`config.mk`:
```
export PLATFORM = sky130hd
export DESIGN_NAME = ddr2_burst_bridge
export DESIGN_NICKNAME = d
export VERILOG_FILES = /design/src/rtl/ddr2_burst_bridge.sv
export SDC_FILE = /design/constraint.sdc
export NUM_CORES = 1
export LEC_CHECK = 0
export CAP_MARGIN = 20
export CORE_MARGIN = 5
export CORE_UTILIZATION = 46
export DETAILED_ROUTE_END_ITERATION = 16
export GPL_TIMING_DRIVEN = 0
export PLACE_DENSITY = 0.78
export REMOVE_ABC_BUFFERS = 1
export SYNTH_ARGS = -nofsm -noshare
export SYNTH_HDL_FRONTEND = slang
export SYNTH_SLANG_ARGS = --single-unit
```
`constraint.sdc`:
```
create_clock -name clk -period 2.7 [get_ports clk]
set_input_delay 0.54 -clock clk [delete_from_list [all_inputs] [get_ports clk]]
set_output_delay 0.54 -clock clk [all_outputs]
set_load 0.01 [all_outputs]
```
`src/rtl/ddr2_burst_bridge.sv`:
```
// ddr2_burst_bridge: moves pipe-in FIFO data into DDR2 (MIG port 0) in fixed
//   bursts and reads them back, in write order, into the pipe-out FIFO.
// Latency: 1 cycle IDLE->burst; write data is registered 1 cycle after ib_valid;
//   ob_we/ob_data are registered 1 cycle after p0_rd_en.
// Backpressure: no burst starts without a full burst of input words, ring space
//   (writes) or pipe-out room (reads). p0_cmd_full stalls the command phase.
//   p0_rd_empty stalls the drain phase. A burst that has started always completes.
//
// Configuration macro: BURST_STATS_EN adds the wr_bursts/rd_bursts command counters.
//
// Ports:
//   clk, rst_n                 c3_clk0 and asynchronous active-low reset
//   calib_done                 MIG calibrated; gates the start of new bursts
//   writes_en, reads_en        allow write / read bursts
//   ib_re/ib_data/ib_valid/ib_count   pipe-in FIFO read side (data 1 cycle after ib_re)
//   ob_we/ob_data/ob_count     pipe-out FIFO write side
//   p0_cmd_*                   MIG command port (instr 000 = write, 001 = read)
//   p0_wr_en/p0_wr_data/p0_wr_mask    MIG write data port
//   p0_rd_en/p0_rd_data/p0_rd_empty   MIG read data port (first-word-fall-through)
//   occupancy                  bursts written to DDR2 but not yet read back
//   wr_bursts, rd_bursts       (BURST_STATS_EN only) command pulse counters
module ddr2_burst_bridge #(
    parameter int          BURST_LEN   = 32,
    parameter logic [29:0] ADDR_LIMIT  = 30'h0800_0000,
    parameter int          FIFO_DEPTH  = 1023,
    parameter int          OB_HEADROOM = 16
) (
    input  logic        clk,
    input  logic        rst_n,
    input  logic        calib_done,
    input  logic        writes_en,
    input  logic        reads_en,
    output logic        ib_re,
    input  logic [31:0] ib_data,
    input  logic        ib_valid,
    input  logic [9:0]  ib_count,
    output logic        ob_we,
    output logic [31:0] ob_data,
    input  logic [9:0]  ob_count,
    output logic        p0_cmd_en,
    output logic [2:0]  p0_cmd_instr,
    output logic [5:0]  p0_cmd_bl,
    output logic [29:0] p0_cmd_byte_addr,
    input  logic        p0_cmd_full,
    output logic        p0_wr_en,
    output logic [31:0] p0_wr_data,
    output logic [3:0]  p0_wr_mask,
    output logic        p0_rd_en,
    input  logic [31:0] p0_rd_data,
    input  logic        p0_rd_empty,
`ifdef BURST_STATS_EN
    output logic [15:0] wr_bursts,
    output logic [15:0] rd_bursts,
`endif
    output logic [23:0] occupancy
);

    // Byte stride of one burst and the number of bursts the ring can hold.
    localparam logic [29:0] STEP     = 30'(BURST_LEN * 4);
    localparam logic [29:0] MAXB     = ADDR_LIMIT / STEP;
    localparam logic [9:0]  BL_WORDS = 10'(BURST_LEN);
    // Pipe-out must have room for a whole burst plus headroom before a read starts,
    // because once issued the drain cannot be throttled by the pipe-out side.
    localparam logic [9:0]  OB_LIMIT = 10'(FIFO_DEPTH - BURST_LEN - OB_HEADROOM);
    localparam logic [6:0]  BL_CNT   = 7'(BURST_LEN);
    localparam logic [6:0]  BL_LAST  = 7'(BURST_LEN - 1);

    localparam logic [2:0]  INSTR_WR = 3'b000;
    localparam logic [2:0]  INSTR_RD = 3'b001;

    typedef enum logic [2:0] {
        IDLE,
        WR_FILL,
        WR_CMD,
        RD_CMD,
        RD_DRAIN
    } state_t;

    typedef enum logic {
        OP_WRITE,
        OP_READ
    } op_t;

    state_t      state;
    op_t         last_op;
    logic [29:0] wr_addr;
    logic [29:0] rd_addr;
    logic [6:0]  issued;    // ib_re cycles in the current write burst
    logic [6:0]  pushed;    // words forwarded to the MIG write port
    logic [6:0]  popped;    // words popped from the MIG read port
    logic        wr_ok;
    logic        rd_ok;

    assign p0_cmd_bl  = 6'(BURST_LEN - 1);
    assign p0_wr_mask = 4'b0000;

    // Next burst address around the ring; the ring is a whole number of bursts,
    // so the sum lands exactly on ADDR_LIMIT when it is time to wrap.
    function automatic logic [29:0] ring_next(input logic [29:0] a);
        logic [29:0] n;
        n = a + STEP;
        return (n == ADDR_LIMIT) ? 30'd0 : n;
    endfunction

    always_comb begin
        wr_ok = calib_done && writes_en && (ib_count >= BL_WORDS)
                && ({6'd0, occupancy} < MAXB);
        rd_ok = calib_done && reads_en && (occupancy != 24'd0)
                && (ob_count <= OB_LIMIT);
    end

    // The read FIFO is first-word-fall-through, so the pop can be combinational
    // and the popped word is captured into ob_data on the same edge.
    assign p0_rd_en = (state == RD_DRAIN) && !p0_rd_empty && (popped < BL_CNT);

    always_ff @(posedge clk or negedge rst_n) begin
        if (!rst_n) begin
            state            <= IDLE;
            last_op          <= OP_READ;
            wr_addr          <= 30'd0;
            rd_addr          <= 30'd0;
            issued           <= 7'd0;
            pushed           <= 7'd0;
            popped           <= 7'd0;
            occupancy        <= 24'd0;
            ib_re            <= 1'b0;
            ob_we            <= 1'b0;
            ob_data          <= 32'd0;
            p0_cmd_en        <= 1'b0;
            p0_cmd_instr     <= 3'b000;
            p0_cmd_byte_addr <= 30'd0;
            p0_wr_en         <= 1'b0;
            p0_wr_data       <= 32'd0;
        end else begin
            // Strobes are single-cycle unless re-asserted below.
            p0_cmd_en <= 1'b0;
            p0_wr_en  <= 1'b0;
            ob_we     <= p0_rd_en;
            if (p0_rd_en) begin
                ob_data <= p0_rd_data;
            end

            case (state)
                IDLE: begin
                    // With both directions eligible, alternate so neither starves.
                    if (wr_ok && (!rd_ok || last_op == OP_READ)) begin
                        state  <= WR_FILL;
                        ib_re  <= 1'b1;
                        issued <= 7'd0;
                        pushed <= 7'd0;
                    end else if (rd_ok) begin
                        state <= RD_CMD;
                    end
                end

                WR_FILL: begin
                    if (ib_re) begin
                        issued <= issued + 7'd1;
                        if (issued == BL_LAST) begin
                            ib_re <= 1'b0;
                        end
                    end
                    // Count words actually returned by the pipe-in FIFO, not
                    // requests, so the command is only issued once all data is in.
                    if (ib_valid && pushed < BL_CNT) begin
                        p0_wr_en   <= 1'b1;
                        p0_wr_data <= ib_data;
                        pushed     <= pushed + 7'd1;
                        if (pushed == BL_LAST) begin
                            state <= WR_CMD;
                        end
                    end
                end

                WR_CMD: begin
                    if (!p0_cmd_full) begin
                        p0_cmd_en        <= 1'b1;
                        p0_cmd_instr     <= INSTR_WR;
                        p0_cmd_byte_addr <= wr_addr;
                        wr_addr          <= ring_next(wr_addr);
                        occupancy        <= occupancy + 24'd1;
                        last_op          <= OP_WRITE;
                        state            <= IDLE;
                    end
                end

                RD_CMD: begin
                    if (!p0_cmd_full) begin
                        p0_cmd_en        <= 1'b1;
                        p0_cmd_instr     <= INSTR_RD;
                        p0_cmd_byte_addr <= rd_addr;
                        popped           <= 7'd0;
                        state            <= RD_DRAIN;
                    end
                end

                RD_DRAIN: begin
                    if (p0_rd_en) begin
                        popped <= popped + 7'd1;
                        if (popped == BL_LAST) begin
                            rd_addr   <= ring_next(rd_addr);
                            occupancy <= occupancy - 24'd1;
                            last_op   <= OP_READ;
                            state     <= IDLE;
                        end
                    end
                end

                default: begin
                    state <= IDLE;
                end
            endcase
        end
    end

`ifdef BURST_STATS_EN
    // Counters advance on the same edge that launches the matching command pulse.
    always_ff @(posedge clk or negedge rst_n) begin
        if (!rst_n) begin
            wr_bursts <= 16'd0;
            rd_bursts <= 16'd0;
        end else begin
            if (state == WR_CMD && !p0_cmd_full) begin
                wr_bursts <= wr_bursts + 16'd1;
            end
            if (state == RD_CMD && !p0_cmd_full) begin
                rd_bursts <= rd_bursts + 16'd1;
            end
        end
    end
`endif

endmodule
```
==> flow_summary.rst <==
.. list-table::
   :header-rows: 1

   * - Metric
     - Value
   * - Avg Inst Size Synth
     - 8.80 µm²
   * - Critical-path maximum fanout
     - 11
   * - Num CTS Buffers
     - 17
   * - TritonCTS clock tree
     - yes
   * - Clock edge transition at the registers on the reported setup and hold paths
     - 70 ps
   * - Final weighted congestion in routability-driven placement
     - 0.933
   * - Cell count of the worst reg-to-reg path
     - 10
   * - Clock tree sinks
     - 187
   * - Register area share after synthesis
     - 0.488
   * - Failing checks
     - negative setup slack
   * - Max cap viols
     - 0
   * - Main flop type after synthesis
     - sky130_fd_sc_hd__dfrtp_1
   * - DIE HEIGHT
     - 154 µm
   * - DP Wirelength
     - 18300 µm
   * - Largest net degree at the start of global routing
     - 99
   * - Transition time at the pin with the least slew margin
     - 924 ps
   * - Via/cell ratio
     - 5.57
   * - I/O Buffers
     - 199
   * - Instance count after placement with tap cells included
     - 1494
   * - Number of antenna violations at the first check in global routing
     - 1
   * - Count of nets after finishing
     - 1360
   * - Setup repair after global routing missed its margin
     - yes
   * - Number of violations reported at the end of detailed-routing iteration 0
     - 569
   * - Wire length after detailed routing
     - 26800 µm
   * - Worst flop-to-flop path startpoint
     - state[2]$_DFFE_PN0P_
   * - Worst R2R End
     - occupancy[18]$_DFFE_PN0P_
   * - Die span in x
     - 154 µm
   * - Final critical-path required period
     - 2750 ps
   * - Outcome
     - finished with violations
   * - Post-synth ARST share
     - 1.00
   * - Leading cell type by number of instances after synthesis
     - sky130_fd_sc_hd__nand2_1
   * - Total cell area at the placement stage
     - 11700 µm²
   * - Area Growth Syn to Fin
     - 31.9%
   * - Fin cells
     - 1543
   * - Number of distinct library cells after synthesis
     - 69
   * - Layout cell share with drive strength beyond 1
     - 0.0904
   * - Number of enable-type register cells in the synthesized netlist
     - 0
   * - Worst EP arrival
     - 3120 ps
   * - Cell area after technology mapping
     - 9590 µm²
   * - Synthesized instance count
     - 1090
   * - Insertion delay to the later sink of the worst-skew pair
     - 440 ps
   * - Die area
     - 23800 µm²
   * - Max transition margin
     - 0.384
   * - Fillcell total
     - 1696
   * - Most frequent cells after synthesis
     - 292 x sky130_fd_sc_hd__nand2_1, 186 x sky130_fd_sc_hd__dfrtp_1, 74 x sky130_fd_sc_hd__nor2_1
   * - Worst min-delay path category
     - in2async
   * - Via count of the first global-routing pass
     - 8329
   * - Slack of the worst reg-to-reg path
     - -50 ps
   * - TNS Setup
     - -51.9 ps
   * - Number of failing hold endpoints at the final stage
     - 0
   * - Type of the worst setup path
     - reg2reg
   * - Row count
     - 52
   * - Wire length per cell after detailed routing
     - 17.4 µm
   * - Number of placed I/O pins
     - 228
   * - Total power divided by cell area
     - 877 nW/µm²
   * - Number of routed nets with antenna violations
     - 0
   * - Sort of element at the end of the critical path
     - flop
   * - Synth warnings
     - 0
   * - Worst Clk Skew
     - 14.1 ps
   * - Max Root-Sink Buffers
     - 2
   * - CTS Hold Bufs
     - 0
   * - Crit path launch type
     - flop
   * - Final global-route overflow total
     - 0
   * - Wire length of the first global-routing pass
     - 42800 µm
   * - Largest area contributor in the netlist
     - sky130_fd_sc_hd__dfrtp_1
   * - Reported leakage power
     - 5.55 nW
   * - Tot GR Track Use
     - 0.220
   * - VDD IR max
     - 0.000477 V
   * - Minimum setup slack in the final design
     - -51.9 ps
   * - Count of vias placed by the detailed router
     - 8593
   * - Area share of the largest cell type after synthesis
     - 0.485
   * - Root Buffer Master
     - sky130_fd_sc_hd__clkbuf_16
   * - DRC violation count after routing
     - 0
   * - Core region area
     - 20400 µm²
   * - DRT Pass-1 Iters
     - 6
   * - Post-route standard cell area excluding fillers
     - 12600 µm²
   * - Core occupancy in the finished layout
     - 0.621
   * - H-tree depth
     - 4
   * - Cell types occupying the most area after synthesis
     - sky130_fd_sc_hd__dfrtp_1 49%, sky130_fd_sc_hd__nand2_1 11%, sky130_fd_sc_hd__xnor2_1 4.6%
   * - Power Total
     - 11.1 mW
   * - Count of state elements after synthesis
     - 187
   * - Initial Util
     - 0.471
   * - Peak clock frequency supported by timing
     - 363 MHz
   * - Number of failing setup endpoints in the final timing report
     - 1
   * - Fin. max-slew vios
     - 0
   * - Required time of the critical path
     - 3070 ps
   * - Post-route clock period utilization
     - 1.02
[worst max-delay path by stage]
stage,to,start,slack [ps]
after floorplan,state[1]$_DFFE_PN0P_,state[0]$_DFFE_PN0P_,-750
after global placement,p0_wr_data[22]$_DFFE_PN0P_,rst_n,-6880
after detailed placement,p0_rd_en,state[0]$_DFFE_PN0P_,-1690
after CTS,occupancy[18]$_DFFE_PN0P_,state[0]$_DFFE_PN0P_,10
after global routing,occupancy[18]$_DFFE_PN0P_,state[0]$_DFFE_PN0P_,-150
final,occupancy[18]$_DFFE_PN0P_,state[2]$_DFFE_PN0P_,-50
[report_power, final]
part | switching, mW | total [mW] | internal (mW)
Sequential | 0.659 | 4.27 | 3.61
Combinational | 2.13 | 4.20 | 2.07
Clock | 1.10 | 2.61 | 1.51
[registers in the layout (all words and copies together) (netlist names)]
| name | flops |
|---|---|
| ob_data | 32 |
| p0_wr_data | 32 |
| occupancy | 24 |
| p0_cmd_byte_addr | 23 |
| rd_addr | 23 |
| wr_addr | 23 |
| issued | 7 |
| popped | 7 |
| pushed | 7 |
| state | 3 |
| ib_re | 1 |
| last_op | 1 |
| ob_we | 1 |
| p0_cmd_en | 1 |
| p0_cmd_instr | 1 |
| p0_wr_en | 1 |
[area by class of cell]
cell class	count	area, µm²	share of cell area
antenna	1	2.50	0.000198
clock buffer	19	453	0.0358
clock inverter	11	159	0.0126
inverter	17	76.3	0.00604
multi-input combinational	816	4680	0.370
sequential	187	4690	0.371
tap	270	338	0.0267
timing repair buffer	222	2240	0.177
[cells in the final DEF, fill, tap and decap left out, types with 4 or more instances in the layout]
cell type and instances:
sky130_fd_sc_hd__nand2_1 290, sky130_fd_sc_hd__clkdlybuf4s50_1 196, sky130_fd_sc_hd__dfrtp_1 181, sky130_fd_sc_hd__nor2_1 71
sky130_fd_sc_hd__xnor2_1 50, sky130_fd_sc_hd__nand4_1 44, sky130_fd_sc_hd__o21ai_0 43, sky130_fd_sc_hd__nand3_1 31
sky130_fd_sc_hd__xor2_1 29, sky130_fd_sc_hd__nor3_1 26, sky130_fd_sc_hd__o22ai_1 25, sky130_fd_sc_hd__nor4_1 23
sky130_fd_sc_hd__conb_1 19, sky130_fd_sc_hd__clkbuf_16 17, sky130_fd_sc_hd__buf_4 15, sky130_fd_sc_hd__inv_1 13
sky130_fd_sc_hd__mux2i_1 11, sky130_fd_sc_hd__and3_1 11, sky130_fd_sc_hd__and4_1 10, sky130_fd_sc_hd__a31oi_1 6
sky130_fd_sc_hd__a21oi_1 6, sky130_fd_sc_hd__o31ai_1 5, sky130_fd_sc_hd__or4_1 5, sky130_fd_sc_hd__or3_1 5
sky130_fd_sc_hd__and2_1 5, sky130_fd_sc_hd__ha_1 5, sky130_fd_sc_hd__a31o_2 4, sky130_fd_sc_hd__nor2b_1 4
sky130_fd_sc_hd__mux2_2 4, sky130_fd_sc_hd__inv_6 4, sky130_fd_sc_hd__dfrtp_2 4
[per-layer routing]
layer  global-route usage  wire, µm  vias up
met4               0.0669       541        2
met2                0.353     12400      383
met5                    0        13        -
li1                     -         -     4075
met1                0.281     11000     4088
met3               0.0777      2810       45
[cell families (layout without fill, tap and decap cells)]
group	after synthesis	after routing	share of synthesized area
AOI/OAI and AO/OA	135	135	0.0939
adders and majority gates	7	7	0.00913
other	2	20	0.000783
and+or+nand+nor	558	560	0.268
xor gates and xnor gates	79	79	0.0721
muxes	16	16	0.0177
DFF	187	187	0.488
buffers and inverters	106	269	0.0501
[metrics by stage]
stage / hold slack (ps) / setup slack [ps]
floorplan: 244 / -752
global placement: 457 / -6880
detailed placement: 461 / -1690
CTS: 135 / 9.67
global route: 161 / -154
finish: 114 / -51.9
[worst max-delay path, stage by stage (launching register included)]
cell                       delay [ps]
sky130_fd_sc_hd__dfrtp_2          470
sky130_fd_sc_hd__or3b_4           450
sky130_fd_sc_hd__buf_6            170
sky130_fd_sc_hd__xnor2_1          140
sky130_fd_sc_hd__ha_2             230
sky130_fd_sc_hd__nand2_1          110
sky130_fd_sc_hd__a211oi_2         280
sky130_fd_sc_hd__o22ai_2          170
sky130_fd_sc_hd__or3_4            400
sky130_fd_sc_hd__a21oi_2          130
sky130_fd_sc_hd__xor2_1           140
[timing repair]
item | 4_1_cts | 5_1_grt
gates resized for setup | 40 | 19
setup endpoints to repair | 110 | 19
cloned | 1 | 1
pin swaps | 5 | 4
hold endpoints to repair | 0 | 0
setup buffers | 13 | 4
No activity file was read; power rests on OpenSTA's default activity.
